--- config.mk ---
export PLATFORM = sky130hd
export DESIGN_NAME = mul_scheduler
export DESIGN_NICKNAME = d
export VERILOG_FILES = /design/src/rtl/mul_scheduler_pkg.sv /design/src/rtl/mul_scheduler_rr_arbiter.sv /design/src/rtl/mul_scheduler.sv
export SDC_FILE = /design/constraint.sdc
export NUM_CORES = 1
export LEC_CHECK = 0
export CAP_MARGIN = 20
export CORE_AREA = 2 2 160 162
export CTS_CLUSTER_DIAMETER = 150
export DETAILED_ROUTE_END_ITERATION = 7
export DIE_AREA = 0 0 162 164
export HOLD_SLACK_MARGIN = 0.02
export SLEW_MARGIN = 20
export SYNTH_ARGS = -nofsm -noshare
export SYNTH_HDL_FRONTEND = slang
export SYNTH_SLANG_ARGS = --single-unit
--- constraint.sdc ---
create_clock -name ctl_clk -period 4.1 [get_ports ctl_clk]
set_input_delay 0.82 -clock ctl_clk [delete_from_list [all_inputs] [get_ports ctl_clk]]
set_output_delay 0.82 -clock ctl_clk [all_outputs]
set_load 0.005 [all_outputs]
--- src/rtl/mul_scheduler_pkg.sv ---
// Shared types and default sizes for the multiplier scheduler.
// Holds the FSM state encoding and default width/count/timeout constants.
package mul_scheduler_pkg;

  typedef enum logic [1:0] {
    S_IDLE  = 2'd0,
    S_ISSUE = 2'd1,
    S_WAIT  = 2'd2,
    S_RESP  = 2'd3
  } state_t;

  localparam int C_WIDTH_DEF = 32;
  localparam int N_REQ_DEF   = 4;
  localparam int TIMEOUT_DEF = 255;

endpackage

--- src/rtl/mul_scheduler_rr_arbiter.sv ---
// Round-robin winner search, purely combinational.
// Ports: req (requests), last_served -> winner (one-hot), idx (winner index).
module rr_arbiter #(
  parameter int N  = 4,
  parameter int IW = $clog2(N)
) (
  input  logic [N-1:0]  req,
  input  logic [IW-1:0] last_served,
  output logic [N-1:0]  winner,
  output logic [IW-1:0] idx
);

  logic [IW-1:0] p;
  logic          found;

  // Walk from last_served+1 around the ring; first hit wins.
  always_comb begin
    winner = '0;
    idx    = '0;
    found  = 1'b0;
    p      = '0;
    for (int k = 1; k <= N; k++) begin
      p = IW'((int'(last_served) + k) % N);
      if (!found && req[p]) begin
        found     = 1'b1;
        winner[p] = 1'b1;
        idx       = p;
      end
    end
  end

endmodule

--- src/rtl/mul_scheduler.sv ---
// Shares one multiplier among N_REQ requesters with round-robin service.
// Ports: ctl_clk, reset (async low), req/req_a/req_b/req_signed in,
//   grant/rsp_valid/rsp_y/rsp_err out, mul_* multiplier handshake.
module mul_scheduler
  import mul_scheduler_pkg::*;
#(
  parameter int C_WIDTH = C_WIDTH_DEF,
  parameter int N_REQ   = N_REQ_DEF,
  parameter int TIMEOUT = TIMEOUT_DEF
) (
  input  logic                       ctl_clk,
  input  logic                       reset,
  input  logic [N_REQ-1:0]           req,
  input  logic [N_REQ*C_WIDTH-1:0]   req_a,
  input  logic [N_REQ*C_WIDTH-1:0]   req_b,
  input  logic [N_REQ-1:0]           req_signed,
  output logic [N_REQ-1:0]           grant,
  output logic [N_REQ-1:0]           rsp_valid,
  output logic [C_WIDTH-1:0]         rsp_y,
  output logic                       rsp_err,
  output logic [C_WIDTH-1:0]         mul_a,
  output logic [C_WIDTH-1:0]         mul_b,
  output logic                       mul_signed,
  output logic                       mul_trigger,
  input  logic                       mul_ready,
  input  logic                       mul_done,
  input  logic [C_WIDTH-1:0]         mul_y
);

  localparam int IW = $clog2(N_REQ);
  localparam int CW = $clog2(TIMEOUT + 1);

  state_t            state;
  state_t            state_nx;
  logic [IW-1:0]     last_served;
  logic [IW-1:0]     owner;
  logic [IW-1:0]     win_idx;
  logic [N_REQ-1:0]  win_oh;
  logic [N_REQ-1:0]  owner_oh;
  logic [CW-1:0]     cnt;
  logic              trig_q;
  logic              start;
  logic              timed_out;

  assign start     = (|req) && mul_ready;
  assign timed_out = !mul_done && (cnt == CW'(TIMEOUT));
  assign owner_oh  = N_REQ'(1) << owner;

  rr_arbiter #(
    .N  (N_REQ),
    .IW (IW)
  ) u_arb (
    .req         (req),
    .last_served (last_served),
    .winner      (win_oh),
    .idx         (win_idx)
  );

  always_ff @(posedge ctl_clk or negedge reset) begin
    if (!reset) state <= S_IDLE;
    else        state <= state_nx;
  end

  always_comb begin
    state_nx = state;
    unique case (state)
      S_IDLE:  if (start) state_nx = S_ISSUE;
      S_ISSUE: state_nx = S_WAIT;
      S_WAIT:  if (mul_done || timed_out) state_nx = S_RESP;
      S_RESP:  state_nx = S_IDLE;
      default: state_nx = S_IDLE;
    endcase
  end

  // Datapath: operands latch only on a grant, so they hold until
  // the next departure from IDLE.
  always_ff @(posedge ctl_clk or negedge reset) begin
    if (!reset) begin
      mul_a       <= '0;
      mul_b       <= '0;
      mul_signed  <= 1'b0;
      owner       <= '0;
      last_served <= IW'(N_REQ - 1);
      cnt         <= '0;
      rsp_y       <= '0;
      rsp_err     <= 1'b0;
      trig_q      <= 1'b0;
    end else begin
      trig_q <= (state == S_ISSUE);
      unique case (state)
        S_IDLE: begin
          if (start) begin
            mul_a      <= req_a[int'(win_idx)*C_WIDTH +: C_WIDTH];
            mul_b      <= req_b[int'(win_idx)*C_WIDTH +: C_WIDTH];
            mul_signed <= req_signed[win_idx];
            owner      <= win_idx;
          end
        end
        S_ISSUE: cnt <= '0;
        S_WAIT: begin
          if (mul_done) begin
            rsp_y   <= mul_y;
            rsp_err <= 1'b0;
          end else if (timed_out) begin
            rsp_y   <= '0;
            rsp_err <= 1'b1;
          end else begin
            cnt <= cnt + 1'b1;
          end
        end
        S_RESP: last_served <= owner;
        default: ;
      endcase
    end
  end

  // Grant shows in ISSUE, trigger one cycle later, response in RESP.
  always_comb begin
    grant     = '0;
    rsp_valid = '0;
    unique case (1'b1)
      (state == S_ISSUE): grant     = owner_oh;
      (state == S_RESP):  rsp_valid = owner_oh;
      default: ;
    endcase
  end

  assign mul_trigger = trig_q;

  // win_oh is kept for visibility; index drives the datapath.
  logic unused_ok;
  assign unused_ok = ^win_oh;

endmodule

==> flow_summary.yaml <==
logic_synthesis:
  yosysWarnings: 0
  yosysTopAreaCell: "dfrtp_1"
  synth.distinct_cells: 45
  yosysSeqAreaShare: 0.434
  syn_inst: 695
  synth_top_family_by_area: "simple AND/OR/NAND/NOR gates"
  async_reset_ff_frac: 1.00
  netlist_area_um2: 6510
  ys_ff_latch: 113
  synthesis.nets: 1001
  synth_common_cells: "and3_1 (134), dfrtp_1 (111), a211oi_1 (110), nor2_1 (73), nor3_1 (66)"
  ys.flop_type: "dfrtp_1"
  synth.avg_cell_area_um2: 9.37
  synth_xor_area_frac: 0.00134
  synth-compound-area-share: 0.243
  synth.area.top_cells: "dfrtp_1 (43%), and3_1 (13%), a211oi_1 (13%), nor3_1 (5.1%), a22o_1 (4.3%)"
  synth-simple-area-share: 0.248
  synth_edf_count: 0
  yosysTopAreaCellShare: 0.426
  synthMuxAreaShare: 0.00499
  synthAdderAreaFrac: 0.0115
  yosysMostFrequentCell: "and3_1"
sta:
  min_period_ns: 2.87
  slew_headroom: 0.418
  clock_skew_ns: 0.00906
  whs_ns: 0.410
  rsz0062_at_grt: "no"
  tns_ns: 0
  finalCritPeriodShare: 0.700
  worstMarginPinSlew_ns: 0.873
  max_freq_ghz: 0.348
  setup_viol_count_final: 0
  hold_viol_final: 0
  final-max-slew-violation-count: 0
cts:
  insertion_delay_ns: 0.42
  post_cts_resize_count: 0
  clkSinkCount: 113
  cts_buffer_depth: 2
  clk_pin_slew_ns: 0.06
  cts_setup_buffers: 0
  cts_buffers: 17
  clock-root-buffer: "clkbuf_16"
  htreeDepth: 4
  cts_tree: "yes"
  hold_buffers: 0
critical_path:
  r2r_cells: 6
  cpPeakStageDelay_ns: 0.57
  required_ns: 3.28
  critical_path_class: "register to output pin"
  rr_endpoint: "mul_a[20]$_DFFE_PN0P_"
  crit_fanout: 7
  worst_setup_path_start_kind: "register"
  crit_chain: "inv_1 > ha_1 > nor3b_1 > clkdlybuf4s50_1"
  slowest_stage: "clkdlybuf4s50_1"
  crit_arrival_ns: 2.05
  r2r_slack_ns: 1.69
  r2r_start: "last_served[1]$_DFFE_PN1P_"
  worst_setup_path_end_kind: "output pin"
cells_and_area:
  final_net_count: 1367
  fin_cells: 1407
  fillCellCount: 2417
  multi_input_area_um2: 3330
  utilization: 0.461
  layout-drive-gt1-share: 0.0726
  area_growth_pct: 75.8
  regArea_um2: 2830
worst_hold_path:
  hp-class: "input port to async pin"
drt:
  antenna_left: 0
  drt-total-wl_um: 27100
  drt-initial-drc-count: 441
  vias: 6976
  wl_per_cell_um: 19.2
  via_per_inst: 4.96
  route.detailed.drc: 0
  dr.pass1.iters: 4
global_route:
  grt_max_degree: 132
  antenna_found_initial: 2
  gr-total-overflow: 0
  grt_pass1_wl_um: 40500
  grtUsageTotal: 0.197
  grt_pass1_vias: 7048
power:
  p_leak_uw: 0.00466
  ir_drop_v: 0.000459
  p_per_area_nw_per_um2: 600
place:
  post-place-cells: 1372
  place_hpwl_um: 18500
  numPortBuffers: 406
  place_congestion: 0.807
floorplan:
  die_w_um: 162
  pin_count: 407
  die_h_um: 164
  dieArea_um2: 26600
  start_util: 0.262
  core_um2: 24800
  rows: 58
status:
  status: "completed"
run:
  cap_viol_max_count: 0
==> stage by stage <==
stage | power (µW) | setup slack (ns) | area (µm²)
after floorplan | 3500 | 1.95 | 6510
after global placement | 5240 | 1.01 | 10800
after detailed placement | 5270 | 0.932 | 10800
after CTS | 6960 | 1.18 | 11400
after global routing | 7330 | 1.12 | 11400
final | 6870 | 1.23 | 11500
==> routing by layer <==
metal | global-route usage | vias to the layer above | routed length, µm
li1 | - | 3363 | -
met1 | 0.231 | 3296 | 11000
met2 | 0.349 | 289 | 13600
met3 | 0.0616 | 28 | 2010
met4 | 0.0511 | 0 | 466
met5 | 0 | - | 0
==> power by group <==
part | switching, µW | leakage, µW | internal (µW)
clock network | 602 | 0.000309 | 1040
registers | 312 | 0.00133 | 1650
logic | 1460 | 0.00303 | 1800
==> registers in the layout (all words and copies together), names as in the netlist <==
register     flops
cnt              8
last_served      2
mul_a           32
mul_b           32
mul_signed       1
mul_trigger      1
owner            2
rsp_err          1
rsp_y           32
state            2
==> cells by family (layout without fill, tap and decap cells) <==
| group | count (synthesis) | count (layout) |
|---|---|---|
| compound gates | 191 | 191 |
| xor+xnor | 1 | 1 |
| flops | 113 | 113 |
| other cells | 0 | 3 |
| simple gates | 304 | 304 |
| mux | 3 | 3 |
| fa+ha+maj | 6 | 6 |
| buf+inv | 77 | 456 |
==> placed cells by master (no fill, tap or decap), drive strengths merged, types with 2 or more instances in the layout <==
| cell type | count |
|---|---|
| a211oi | 130 |
| a21oi | 4 |
| a22o | 32 |
| a31oi | 2 |
| and3 | 134 |
| and3b | 4 |
| buf | 13 |
| bufinv | 4 |
| clkbuf | 18 |
| clkdlybuf4s50 | 405 |
| clkinv | 5 |
| clkinvlp | 2 |
| dfrtp | 111 |
| dfstp | 2 |
| diode | 3 |
| ha | 6 |
| inv | 9 |
| mux2 | 2 |
| nand2 | 14 |
| nand2b | 2 |
| nand3 | 2 |
| nand4 | 2 |
| nor2 | 73 |
| nor2b | 2 |
| nor3 | 66 |
| nor3b | 2 |
| o21ai | 11 |
==> area by class of cell <==
cell class / count / area share
antenna: 3 / 0.000655
clock buffer: 18 / 0.0383
clock inverter: 14 / 0.0178
inverter: 6 / 0.00197
multi-input combinational: 505 / 0.291
sequential: 113 / 0.247
tap: 330 / 0.0360
timing repair buffer: 418 / 0.367
==> worst max-delay path by stage <==
stage,start,endpoint,slack [ns],cells after the start
floorplan,req[1],mul_a[0]$_DFFE_PN0P_,1.95,7
global placement,req[0],mul_a[13]$_DFFE_PN0P_,1.01,7
detailed placement,req[0],mul_a[20]$_DFFE_PN0P_,0.93,7
CTS,state[1]$_DFFE_PN0P_,grant[0],1.18,4
global route,state[1]$_DFFE_PN0P_,grant[0],1.12,4
finish,state[1]$_DFFE_PN0P_,grant[0],1.23,4
==> critical path, delay by kind of cell, from the launching register on <==
family / cells / cell delay (ns)
AND/OR/NAND/NOR: 1 / 0.25
adder cells (fa/ha/maj): 1 / 0.29
flip-flops: 1 / 0.40
buffers and inverters: 2 / 0.69
(Power assumes the default switching activity.)
